[config.mk]
export PLATFORM = sky130hd
export DESIGN_NAME = grover_iteration_seq_flat
export DESIGN_NICKNAME = d
export VERILOG_FILES = /design/src/rtl/grover_iteration_seq_if.sv /design/src/rtl/grover_iteration_seq.sv /design/src/flat_wrapper.sv
export SDC_FILE = /design/constraint.sdc
export NUM_CORES = 1
export LEC_CHECK = 0
export BUFFER_PORTS_ARGS = -buffer_cell sky130_fd_sc_hd__buf_2
export CAP_MARGIN = 10
export CORE_MARGIN = 2
export CORE_UTILIZATION = 45
export CTS_CLUSTER_DIAMETER = 120
export DETAILED_ROUTE_END_ITERATION = 10
export GPL_ROUTABILITY_DRIVEN = 0
export GPL_TIMING_DRIVEN = 0
export PLACE_DENSITY_LB_ADDON = 0.12
export SLEW_MARGIN = 20
export SYNTH_ARGS = -nofsm -noshare
export SYNTH_HDL_FRONTEND = slang
export SYNTH_SLANG_ARGS = --single-unit
[constraint.sdc]
create_clock -name clk -period 8.19 [get_ports clk]
set_clock_uncertainty 0.2 [all_clocks]
set_input_delay 1.638 -clock clk [delete_from_list [all_inputs] [get_ports clk]]
set_output_delay 1.638 -clock clk [all_outputs]
set_load 0.005 [all_outputs]
[src/rtl/grover_iteration_seq_if.sv]
// Control and readout bundle for the serial Grover search engine.
// The master side starts a search and selects the amplitude to read.
// The slave side returns amplitude data and search status.
interface grover_iteration_seq_if #(
    parameter int QBITS  = 3,
    parameter int W      = 8,
    parameter int ITER_W = 4
);
    logic                    start;
    logic [QBITS-1:0]        target_search;
    logic [ITER_W-1:0]       num_iter;
    logic [QBITS-1:0]        rd_addr;
    logic signed [W-1:0]     rd_data;
    logic                    busy;
    logic                    done;

    modport master (
        output start, target_search, num_iter, rd_addr,
        input  rd_data, busy, done
    );

    modport slave (
        input  start, target_search, num_iter, rd_addr,
        output rd_data, busy, done
    );
endinterface

[src/rtl/grover_iteration_seq.sv]
// Serial Grover search engine over N = 2^QBITS signed amplitudes.
// Each iteration has three phases:
//   1. Oracle: phase-inverts the marked index (N cycles).
//   2. Mean: derives the mean from the oracle-phase sum (1 cycle).
//   3. Diffusion: reflects every amplitude about that mean (N cycles).
// Every write is saturated to the signed W-bit range.
module grover_iteration_seq #(
    parameter int QBITS    = 3,
    parameter int W        = 8,
    parameter int ITER_W   = 4,
    parameter int AMP_INIT = 32
) (
    input  logic                    clk,
    input  logic                    rst,
    grover_iteration_seq_if.slave   bus
);
    localparam int N  = 1 << QBITS;
    localparam int SW = W + QBITS;   // the sum of N W-bit values never overflows this width
    localparam int XW = W + 3;       // headroom for negation and for 2*mean - a

    localparam logic signed [W-1:0]  AMP_INIT_W = W'(AMP_INIT);
    localparam logic signed [XW-1:0] MAX_X      = {4'b0000, {(W-1){1'b1}}};
    localparam logic signed [XW-1:0] MIN_X      = {4'b1111, {(W-1){1'b0}}};

    typedef enum logic [2:0] {
        S_IDLE,
        S_INIT,
        S_ORACLE,
        S_MEAN,
        S_DIFF,
        S_DONE
    } state_t;

    state_t                  state_q;
    logic [QBITS-1:0]        target_q;
    logic [ITER_W-1:0]       k_q;
    logic [ITER_W-1:0]       iter_q;
    logic [QBITS-1:0]        idx_q;
    logic signed [SW-1:0]    sum_q;
    logic signed [W+1:0]     mean2_q;
    logic                    busy_q;
    logic                    done_q;
    logic signed [W-1:0]     amp_q [N];

    logic signed [W-1:0]     cur_amp;
    logic signed [XW-1:0]    cur_x;
    logic signed [XW-1:0]    neg_x;
    logic signed [XW-1:0]    mean2_x;
    logic signed [XW-1:0]    diff_x;
    logic signed [W-1:0]     wr_val_d;
    logic signed [SW-1:0]    sum_ext;
    logic signed [SW-1:0]    mean_full;
    logic [ITER_W-1:0]       iter_d;
    logic [N-1:0]            amp_we;

    // Clamp a widened intermediate to the signed W-bit range.
    function automatic logic signed [W-1:0] sat_w(input logic signed [XW-1:0] v);
        if (v > MAX_X) begin
            return MAX_X[W-1:0];
        end else if (v < MIN_X) begin
            return MIN_X[W-1:0];
        end else begin
            return v[W-1:0];
        end
    endfunction

    // Datapath: compute the value written back to the amplitude at idx_q.
    always_comb begin
        cur_amp   = amp_q[idx_q];
        cur_x     = {{3{cur_amp[W-1]}}, cur_amp};
        neg_x     = -cur_x;
        mean2_x   = {mean2_q[W+1], mean2_q};
        diff_x    = mean2_x - cur_x;
        wr_val_d  = sat_w(diff_x);
        if (state_q == S_ORACLE) begin
            wr_val_d = (idx_q == target_q) ? sat_w(neg_x) : cur_amp;
        end
        sum_ext   = {{QBITS{wr_val_d[W-1]}}, wr_val_d};
        mean_full = sum_q >>> QBITS;   // arithmetic shift gives floor division
        iter_d    = iter_q + ITER_W'(1);
    end

    // One write enable per amplitude for the serial oracle and diffusion sweeps.
    for (genvar gi = 0; gi < N; gi++) begin : g_we
        assign amp_we[gi] = ((state_q == S_ORACLE) || (state_q == S_DIFF))
                            && (idx_q == QBITS'(gi));
    end

    // Amplitude register file: bulk load on reset or INIT, otherwise one indexed write.
    always_ff @(posedge clk) begin
        if (rst || (state_q == S_INIT)) begin
            for (int i = 0; i < N; i++) begin
                amp_q[i] <= AMP_INIT_W;
            end
        end else begin
            for (int i = 0; i < N; i++) begin
                if (amp_we[i]) begin
                    amp_q[i] <= wr_val_d;
                end
            end
        end
    end

    // Control FSM with registered busy/done and the oracle sum / mean registers.
    always_ff @(posedge clk) begin
        if (rst) begin
            state_q  <= S_IDLE;
            target_q <= '0;
            k_q      <= '0;
            iter_q   <= '0;
            idx_q    <= '0;
            sum_q    <= '0;
            mean2_q  <= '0;
            busy_q   <= 1'b0;
            done_q   <= 1'b0;
        end else begin
            case (state_q)
                S_IDLE: begin
                    done_q <= 1'b0;
                    if (bus.start) begin
                        target_q <= bus.target_search;
                        k_q      <= bus.num_iter;
                        iter_q   <= '0;
                        busy_q   <= 1'b1;
                        state_q  <= S_INIT;
                    end
                end
                S_INIT: begin
                    idx_q <= '0;
                    sum_q <= '0;
                    if (k_q == '0) begin
                        busy_q  <= 1'b0;
                        done_q  <= 1'b1;
                        state_q <= S_DONE;
                    end else begin
                        state_q <= S_ORACLE;
                    end
                end
                S_ORACLE: begin
                    sum_q <= sum_q + sum_ext;
                    idx_q <= idx_q + QBITS'(1);
                    if (idx_q == QBITS'(N - 1)) begin
                        state_q <= S_MEAN;
                    end
                end
                S_MEAN: begin
                    mean2_q <= {mean_full[W:0], 1'b0};
                    state_q <= S_DIFF;
                end
                S_DIFF: begin
                    idx_q <= idx_q + QBITS'(1);
                    if (idx_q == QBITS'(N - 1)) begin
                        iter_q <= iter_d;
                        sum_q  <= '0;
                        if (iter_d == k_q) begin
                            busy_q  <= 1'b0;
                            done_q  <= 1'b1;
                            state_q <= S_DONE;
                        end else begin
                            state_q <= S_ORACLE;
                        end
                    end
                end
                S_DONE: begin
                    done_q  <= 1'b0;
                    state_q <= S_IDLE;
                end
                default: begin
                    busy_q  <= 1'b0;
                    done_q  <= 1'b0;
                    state_q <= S_IDLE;
                end
            endcase
        end
    end

    assign bus.rd_data = amp_q[bus.rd_addr];
    assign bus.busy    = busy_q;
    assign bus.done    = done_q;
endmodule

[src/flat_wrapper.sv]
// flat-port wrapper written by rule: the top's interface ports become plain ports
module grover_iteration_seq_flat 
#(
    parameter int QBITS    = 3,
    parameter int W        = 8,
    parameter int ITER_W   = 4,
    parameter int AMP_INIT = 32
)
  (clk, rst, bus_start, bus_target_search, bus_num_iter, bus_rd_addr, bus_rd_data, bus_busy, bus_done);
  grover_iteration_seq_if #(.QBITS(QBITS), .W(W), .ITER_W(ITER_W)) bus_i ();
  input  logic clk;
  input  logic rst;
  input wire logic [$bits(bus_i.start)-1:0] bus_start;
  input wire logic [$bits(bus_i.target_search)-1:0] bus_target_search;
  input wire logic [$bits(bus_i.num_iter)-1:0] bus_num_iter;
  input wire logic [$bits(bus_i.rd_addr)-1:0] bus_rd_addr;
  output wire logic [$bits(bus_i.rd_data)-1:0] bus_rd_data;
  output wire logic [$bits(bus_i.busy)-1:0] bus_busy;
  output wire logic [$bits(bus_i.done)-1:0] bus_done;
  assign bus_i.start = bus_start;
  assign bus_i.target_search = bus_target_search;
  assign bus_i.num_iter = bus_num_iter;
  assign bus_i.rd_addr = bus_rd_addr;
  assign bus_rd_data = bus_i.rd_data;
  assign bus_busy = bus_i.busy;
  assign bus_done = bus_i.done;
  grover_iteration_seq #(.QBITS(QBITS), .W(W), .ITER_W(ITER_W), .AMP_INIT(AMP_INIT)) u_core (.clk(clk), .rst(rst), .bus(bus_i));
endmodule
* Word-level counts from Yosys, hierarchy flattened
Memories as Yosys holds them, arrays and structs flattened. A register that Yosys moved wholly into a read port is not among the register bits.
Cells that the tools add are included.
** Cells by class
- Add/subtract/negate cells :: 5
- Order comparisons :: 4
- Equality and inequality tests :: 19
- Muxes and demuxes :: 63
- Bitwise logic cells :: 10
- Reductions and logical operators :: 25
** Operators by type and width (number)
- 2-to-1 mux 8 bit :: 14
- 2-to-1 mux 1 bit :: 33
- one-hot mux 11 bit (3 select lines) :: 1
- greater-than comparator 11 x 8 -> 1 bit (second input constant) :: 2
- < comparator 11 x 8 -> 1 bit (second input constant) :: 2
- 2-to-1 mux 3 bit :: 7
- == test 3 bit (second input constant) :: 6
- one-hot mux 3 bit (5 select lines) :: 1
- == test 3 x 2 -> 1 bit (second input constant) :: 4
- adder 11 x 8 -> 11 bit :: 1
- 2-to-1 mux 11 bit :: 1
- negation 8 -> 11 bit :: 1
- != test 2 bit (second input constant) :: 5
- subtractor 9 x 8 -> 10 bit :: 1
- logical AND 1 bit :: 8
- 2-to-1 mux 4 bit :: 2
- bitwise OR 1 bit :: 8
- one-hot mux 4 bit (2 select lines) :: 1
- == test 3 x 1 -> 1 bit (second input constant) :: 2
- logical NOT 3 bit :: 2
- one-hot mux 3 bit (2 select lines) :: 1
- AND reduction 3 bit :: 2
- AND reduction 5 bit :: 1
- adder 4 x 1 -> 4 bit (second input constant) :: 1
- other kinds (14) :: 19
** Storage, ports and cells
- Flip-flop bits (word level) :: 38
- RAM bits :: 64
- Input port bits :: 13
- Output and inout port bits :: 10
- Memories kept :: 1
** Memories
- u_core.amp_q :: depth 8, width 8, rd ports 2, clocked after memory_dff 1, wr ports 8, RTL line grover_iteration_seq.sv:43 : logic signed [W-1:0] amp_q [N];

* Depth between registers and ports, before layout
Gate-level depths: netlist (run 1).
- Depth in word-level cells :: 8
- Gate-level depth with buffers :: 26

* Least setup slack after synthesis (run 1)
Ideal clock, no wire load.
- Path kind :: register to register
- From :: register with a tool-made name
- To :: register u_core.sum_q[10]
- Setup time :: 0.074 ns
- Arrival :: 5.218 ns
- Required time :: 7.916 ns
- Setup slack :: 2.698 ns
- Stages on the path, launching flop included :: 27
- Path buffers :: 2
- Path through :: dfxtp_1 buf_4 buf_2 mux2i_1 mux2_2 mux2i_1 inv_1 ha_1 and4_1 nor2_1 mux2_2 a311o_1 nand4b_4 a41oi_4 a22oi_2 inv_1 ha_1 inv_1 fa_1 nor2b_1 o21ai_0 a21o_1 a31oi_1 a31oi_1 xnor2_1 or4_1 o21ai_0
** RTL lines
- end signal: assignment :: RTL line grover_iteration_seq.sv:140 : sum_q <= sum_q + sum_ext;
- end: declaration :: RTL line grover_iteration_seq.sv:39 : logic signed [SW-1:0] sum_q;

==> results of run 1 <==
-- kinds of logic (layout without fill, tap and decap cells) --
kind of cell | count (synthesis) | in the layout | share of synthesized area, %
and+or+nand+nor | 250 | 250 | 17.5
adders and majority gates | 31 | 31 | 6.13
AOI/OAI and AO/OA | 131 | 131 | 14.1
xor gates and xnor gates | 27 | 27 | 3.81
DFF | 105 | 105 | 41.7
buffers and inverters | 51 | 86 | 3.22
muxes | 57 | 57 | 13.5
-- worst paths after layout --
| path | slack, ns | end |
|---|---|---|
| max | 1.40 | u_core.sum_q[10]$_SDFFE_PP0P_ |
| min | 0.27 | u_core.mean2_q[5]$_SDFFE_PP0P_ |
| max reg2reg | 1.40 | u_core.sum_q[10]$_SDFFE_PP0P_ |
| min reg2reg | 0.27 | u_core.mean2_q[5]$_SDFFE_PP0P_ |
-- power by group --
group | switching [uW] | internal (uW)
Combinational | 747 | 446
Sequential | 56.3 | 679
Clock | 203 | 219
Total | 1010 | 1340
-- cell usage in the layout (no fill, tap or decap), types with 8 or more instances in the layout --
cell type,n
nor2_1,97
nand2_1,67
edfxtp_1,64
a21oi_1,41
dfxtp_1,41
ha_1,29
clkbuf_1,24
mux4_2,24
nand3_1,23
buf_2,23
mux2i_1,20
xnor2_1,18
inv_1,18
a22oi_1,15
o21ai_0,14
nor2b_1,12
mux2_2,12
nor3_1,12
a21o_1,9
clkbuf_16,9
xor2_1,8
-- state kept, by name, summed over array words and instances, names as in the netlist, named ones only --
name and flops:
u_core.k_q 4, u_core.sum_q 11, u_core.bus.done 1, u_core.amp_q 64
u_core.mean2_q 8, u_core.idx_q 3, u_core.bus.busy 1, u_core.target_q 3
u_core.iter_q 4, u_core.state_q 3
-- layer usage --
metal	share of wire, %	wire (um)	up-vias	GRT usage [%]
met5	0	0	-	0
met1	46	7710	2563	30.3
met4	1.4	241	0	6.80
li1	-	-	2475	-
met2	48	8170	123	37.3
met3	4.8	810	21	3.82
-- through the flow --
step	cells	total power [uW]	cell area [um^2]
6_report	871	2350	7180
3_3_place_gp	855	1900	6900
2_1_floorplan	652	1610	6570
3_5_place_dp	855	1930	6900
5_1_grt	871	2510	7180
4_1_cts	871	2350	7180
-- cell type report --
class                      count  area (um^2)  share of cell area (%)
buffer                        31          136                    1.90
clock buffer                  12          246                    3.43
clock inverter                 4         36.3                   0.505
inverter                      20         75.1                    1.05
multi-input combinational    496         3620                    50.4
sequential                   105         2740                    38.2
tap                          184          230                    3.21
timing repair buffer          19         95.1                    1.32
-- worst register-to-register path: stages (launching register included) --
cell,delay (ns)
dfxtp_1,0.37
buf_4,0.24
buf_2,0.33
mux2i_1,0.16
mux2_2,0.28
mux2i_1,0.40
inv_1,0.17
ha_1,0.35
and4_1,0.27
a21boi_0,0.35
o21ai_1,0.19
xor2_1,0.23
o21ai_1,0.61
a22oi_2,0.29
inv_1,0.12
ha_1,0.18
inv_1,0.06
fa_1,0.41
nor2b_1,0.13
o21ai_0,0.12
a21o_1,0.22
a31oi_1,0.23
a31oi_1,0.17
xnor2_1,0.16
or4_1,0.40
o21ai_0,0.08
==> impl_metrics.tcl, run 1 <==
set metrics [dict create \
    status "finished, final reports clean" \
    synth_top_cell_by_area "edfxtp_1" \
    maxSlewViolCount 0 \
    drtIter0Drc 489 \
    finalHoldViolCount 0 \
    critPathMaxFanout 10 \
    grt_pass1_vias 5056 \
    cts_resized 0 \
    dieArea_um2 15600 \
    drive_gt1_share_pct 13.5 \
    syn_avg_cell_area_um2 10.1 \
    wl_per_cell_um 19.4 \
    fin_nets 726 \
    synth.distinct_cells 68 \
    synth_common_cells "nor2_1, nand2_1, edfxtp_1, a21oi_1, dfxtp_1" \
    min_from "u_core.mean2_q[5]$_SDFFE_PP0P_" \
    synth.ff_latch_count 105 \
    insertion_delay_ns 0.36 \
    clockBufferDepth 2 \
    die_w_um 125 \
    cts_tree "done" \
    p_leak_uw 0.00269 \
    dp_hpwl_um 13100 \
    dp_slack_ns 1.42 \
    core_um2 14400 \
    rows 44 \
    yosys_most_used_dff "edfxtp_1" \
    routed_wl_um 16900 \
    cp_slowest_cell "o21ai_1" \
    async_flop_share_pct 0 \
    synth_edf_count 64 \
    cpMostUsedCell "inv_1" \
    power_density_nw_per_um2 327 \
    rsz0062_at_grt "false" \
    clk_pin_slew_ns 0.07 \
    diodes 0 \
    grt_overflow 0 \
    tns_ns 0 \
    grt_max_degree 18 \
    setup_viol_count_final 0 \
    cp.depth 25 \
    cts_sinks 105 \
    hold_depth 2 \
    fill_cells 1363 \
    path_class "reg -> reg" \
    vias_per_cell 5.95 \
    numCtsBuffers 9 \
    worst-path-buf-inv 5 \
    setup_ws_ns 1.40 \
    end_kind "flop" \
    synth_most_common_cell "nor2_1" \
    grt_pass1_wl_um 27200 \
    synthesis.area_um2 6570 \
    drc_errors 0 \
    ant_nets 0 \
    chipHeight_um 125 \
    fmax_mhz 147 \
    tightest_slew_ns 0.902 \
    synth_warnings 0 \
    ys_seq_area_share_pct 41.7 \
    clockRootBuffer "clkbuf_16" \
    slew_headroom_pct 39.8 \
    cp_data_required_time_ns 8.27 \
    ir_worst_vdd_uv 134 \
    antenna_found_initial 0 \
    yosys.area.top_type_share_pct 29.2 \
    fin_crit_sh_pct 82.9 \
    critPathLaunchType "flop" \
    htreeDepth 3 \
    arrival_ns 6.87 \
    cap_violations 0 \
    hold_ws_ns 0.267 \
    finish.utilization_pct 49.8 \
    min_path_type "reg -> reg" \
    synth_nets 696 \
    start_util_pct 45.6 \
    drt_first_pass_iters 7 \
    r2r_cells 25 \
    synthCells 652 \
    min_period_ns 6.79 \
    holdBufCountCts 0 \
    io_buffers 19 \
    vias 5182 \
    synth_area_leaders "edfxtp_1, dfxtp_1, mux4_2, nor2_1, ha_1" \
    pin_count 23 \
    critPathTopFamily "compound AO/OA/AOI/OAI gates" \
    area_delta_synth_final_pct 9.25 \
    cp_slowest_stage_delay_ns 0.61 \
    cts_setup_buffers 0 \
    groute.usage.overall_pct 22.5 \
]
Power figures use the tool's default switching activity.
==> run 2: changes to the inputs <==
==> constraint.sdc (replaced) <==
create_clock -name clk -period 7.1 [get_ports clk]
set_clock_uncertainty 0.2 [all_clocks]
set_input_delay 1.42 -clock clk [delete_from_list [all_inputs] [get_ports clk]]
set_output_delay 1.42 -clock clk [all_outputs]
set_load 0.005 [all_outputs]
==> run 2 against run 1 <==
Against the previous run:
- utilization grew 0.17 points
- clock-buffer cell count unchanged
- cell count up 0.11%
- highest routed layer unchanged
==> impl_metrics.tcl, run 2 (same netlist as run 1, synthesis figures left out) <==
set metrics [dict create \
    area_delta_synth_final_pct 9.63 \
    core_um2 14400 \
    hold_path_end "u_core.mean2_q[5]$_SDFFE_PP0P_" \
    cts_tree "done" \
    rrSetupSlack_ns 0.51 \
    rr_endpoint "u_core.sum_q[10]$_SDFFE_PP0P_" \
    groute.usage.overall_pct 22.5 \
    tightest_slew_ns 0.904 \
    ant_nets 0 \
    power_density_nw_per_um2 380 \
    die_w_um 125 \
    pin_count 23 \
    status "finished, final reports clean" \
    drc_errors 0 \
    io_buffers 19 \
    min_path_type "reg -> reg" \
    finish.utilization_pct 50.0 \
    clockRootBuffer "clkbuf_16" \
    rows 44 \
    cap_violations 0 \
    vias 5123 \
    chipHeight_um 125 \
    ir_worst_vdd_uv 162 \
    fin_crit_sh_pct 92.8 \
    r2r_cells 23 \
    grt_max_degree 18 \
    layout_common_cells "nor2_1, nand2_1, edfxtp_1" \
    wl_per_cell_um 19.5 \
    fmax_mhz 152 \
    vias_per_cell 5.88 \
    grt_overflow 0 \
    insertion_delay_ns 0.36 \
    final_common_cell "nor2_1" \
    hold_depth 2 \
    numCtsBuffers 9 \
    fin_nets 727 \
    min_from "u_core.mean2_q[5]$_SDFFE_PP0P_" \
    arrival_ns 6.67 \
    antenna_found_initial 0 \
    clockBufferDepth 2 \
    min_period_ns 6.59 \
    path_class "reg -> reg" \
    clk_pin_slew_ns 0.07 \
    start_util_pct 45.6 \
    fill_cells 1362 \
    diodes 0 \
    htreeDepth 3 \
    holdBufCountCts 0 \
    reg_top3 "u_core.amp_q x64, u_core.sum_q x11, u_core.mean2_q x8" \
    p_leak_uw 0.00270 \
    critPathLaunchType "flop" \
    routed_wl_um 17000 \
    dieArea_um2 15600 \
    drive_gt1_share_pct 14.0 \
    drt_first_pass_iters 6 \
    top_register "u_core.amp_q" \
    grt_pass1_vias 5056 \
    cts_sinks 105 \
    dp_hpwl_um 13100 \
    setup_viol_count_final 0 \
    drtIter0Drc 511 \
    cp_data_required_time_ns 7.18 \
    slew_headroom_pct 39.7 \
    critPathMaxFanout 10 \
    p_total_uw 2740 \
    grt_pass1_wl_um 27200 \
    end_kind "flop" \
    finalHoldViolCount 0 \
    largest_reg_flops 64 \
    rsz0062_at_grt "true" \
    maxSlewViolCount 0 \
]
run 2: cell types whose count changed in the layout (fill, tap and decap cells not counted):
cell,delta
buf_4,+1
o21ai_1,-1
o21ai_2,+1
o22ai_1,-1
o22ai_4,+1
run 2: power by group:
| part | total (uW) | switching [uW] | internal, uW |
|---|---|---|---|
| clock | 488 | 235 | 253 |
| combinational | 1400 | 869 | 531 |
| sequential | 849 | 65.6 | 783 |
run 2: cell type report:
cell class / instances / area, um^2 / share of cell area, %
Multi-Input combinational cell: 496 / 3640 / 50.5
Buffer: 31 / 136 / 1.89
Clock inverter: 4 / 36.3 / 0.504
Clock buffer: 12 / 246 / 3.42
Timing Repair Buffer: 20 / 103 / 1.42
Sequential cell: 105 / 2740 / 38.1
Inverter: 20 / 75.1 / 1.04
Tap cell: 184 / 230 / 3.20
run 2: worst max-delay path: stages (launching register included):
cell      delay (ns)
dfxtp_1         0.37
buf_4           0.24
buf_2           0.33
mux2i_1         0.16
mux2_2          0.28
mux2i_1         0.40
inv_1           0.17
ha_1            0.27
a21oi_1         0.13
o21ai_0         0.17
or3_1           0.38
o21ai_1         0.25
xor2_1          0.40
a21boi_0        0.19
o32ai_2         0.60
nor2_1          0.20
ha_1            0.38
or2_2           0.29
a21oi_1         0.15
a31oi_1         0.08
a31oi_1         0.27
xnor2_1         0.12
or4_1           0.40
o21ai_0         0.08
run 2: routing by layer:
| metal | vias up | global-route usage [%] | share of wire, % |
|---|---|---|---|
| li1 | 2475 | - | - |
| met1 | 2513 | 30.3 | 45 |
| met2 | 117 | 37.3 | 48 |
| met3 | 18 | 3.82 | 5.2 |
| met4 | 0 | 6.80 | 1.3 |
| met5 | - | 0 | 0 |
run 2: timing repair:
| action | in CTS | in global routing |
|---|---|---|
| setup buffers | 0 | 1 |
| setup endpoints to repair | 0 | 1 |
| resized for setup | 0 | 3 |
run 2: through the flow:
step	hold slack, ns	setup TNS (ns)	area (um^2)	cells	worst slack [ns]
6_report	0.267	0	7210	872	0.509
3_3_place_gp	0.260	0	6900	855	0.373
3_5_place_dp	0.262	0	6900	855	0.329
4_1_cts	0.274	0	7180	871	0.273
5_1_grt	0.283	-0.00214	7210	872	-0.00214
2_1_floorplan	0.241	0	6570	652	1.61
run 2: worst max path at each step:
stage / start / end / slack (ns) / cells after the start
CTS: flop / u_core.sum_q[10]$_SDFFE_PP0P_ / 0.27 / 25
global placement: flop / u_core.sum_q[10]$_SDFFE_PP0P_ / 0.37 / 25
finish: flop / u_core.sum_q[10]$_SDFFE_PP0P_ / 0.51 / 23
detailed placement: flop / u_core.sum_q[10]$_SDFFE_PP0P_ / 0.33 / 25
global route: flop / u_core.sum_q[10]$_SDFFE_PP0P_ / -0.002 / 24
floorplan: flop / u_core.sum_q[10]$_SDFFE_PP0P_ / 1.61 / 26
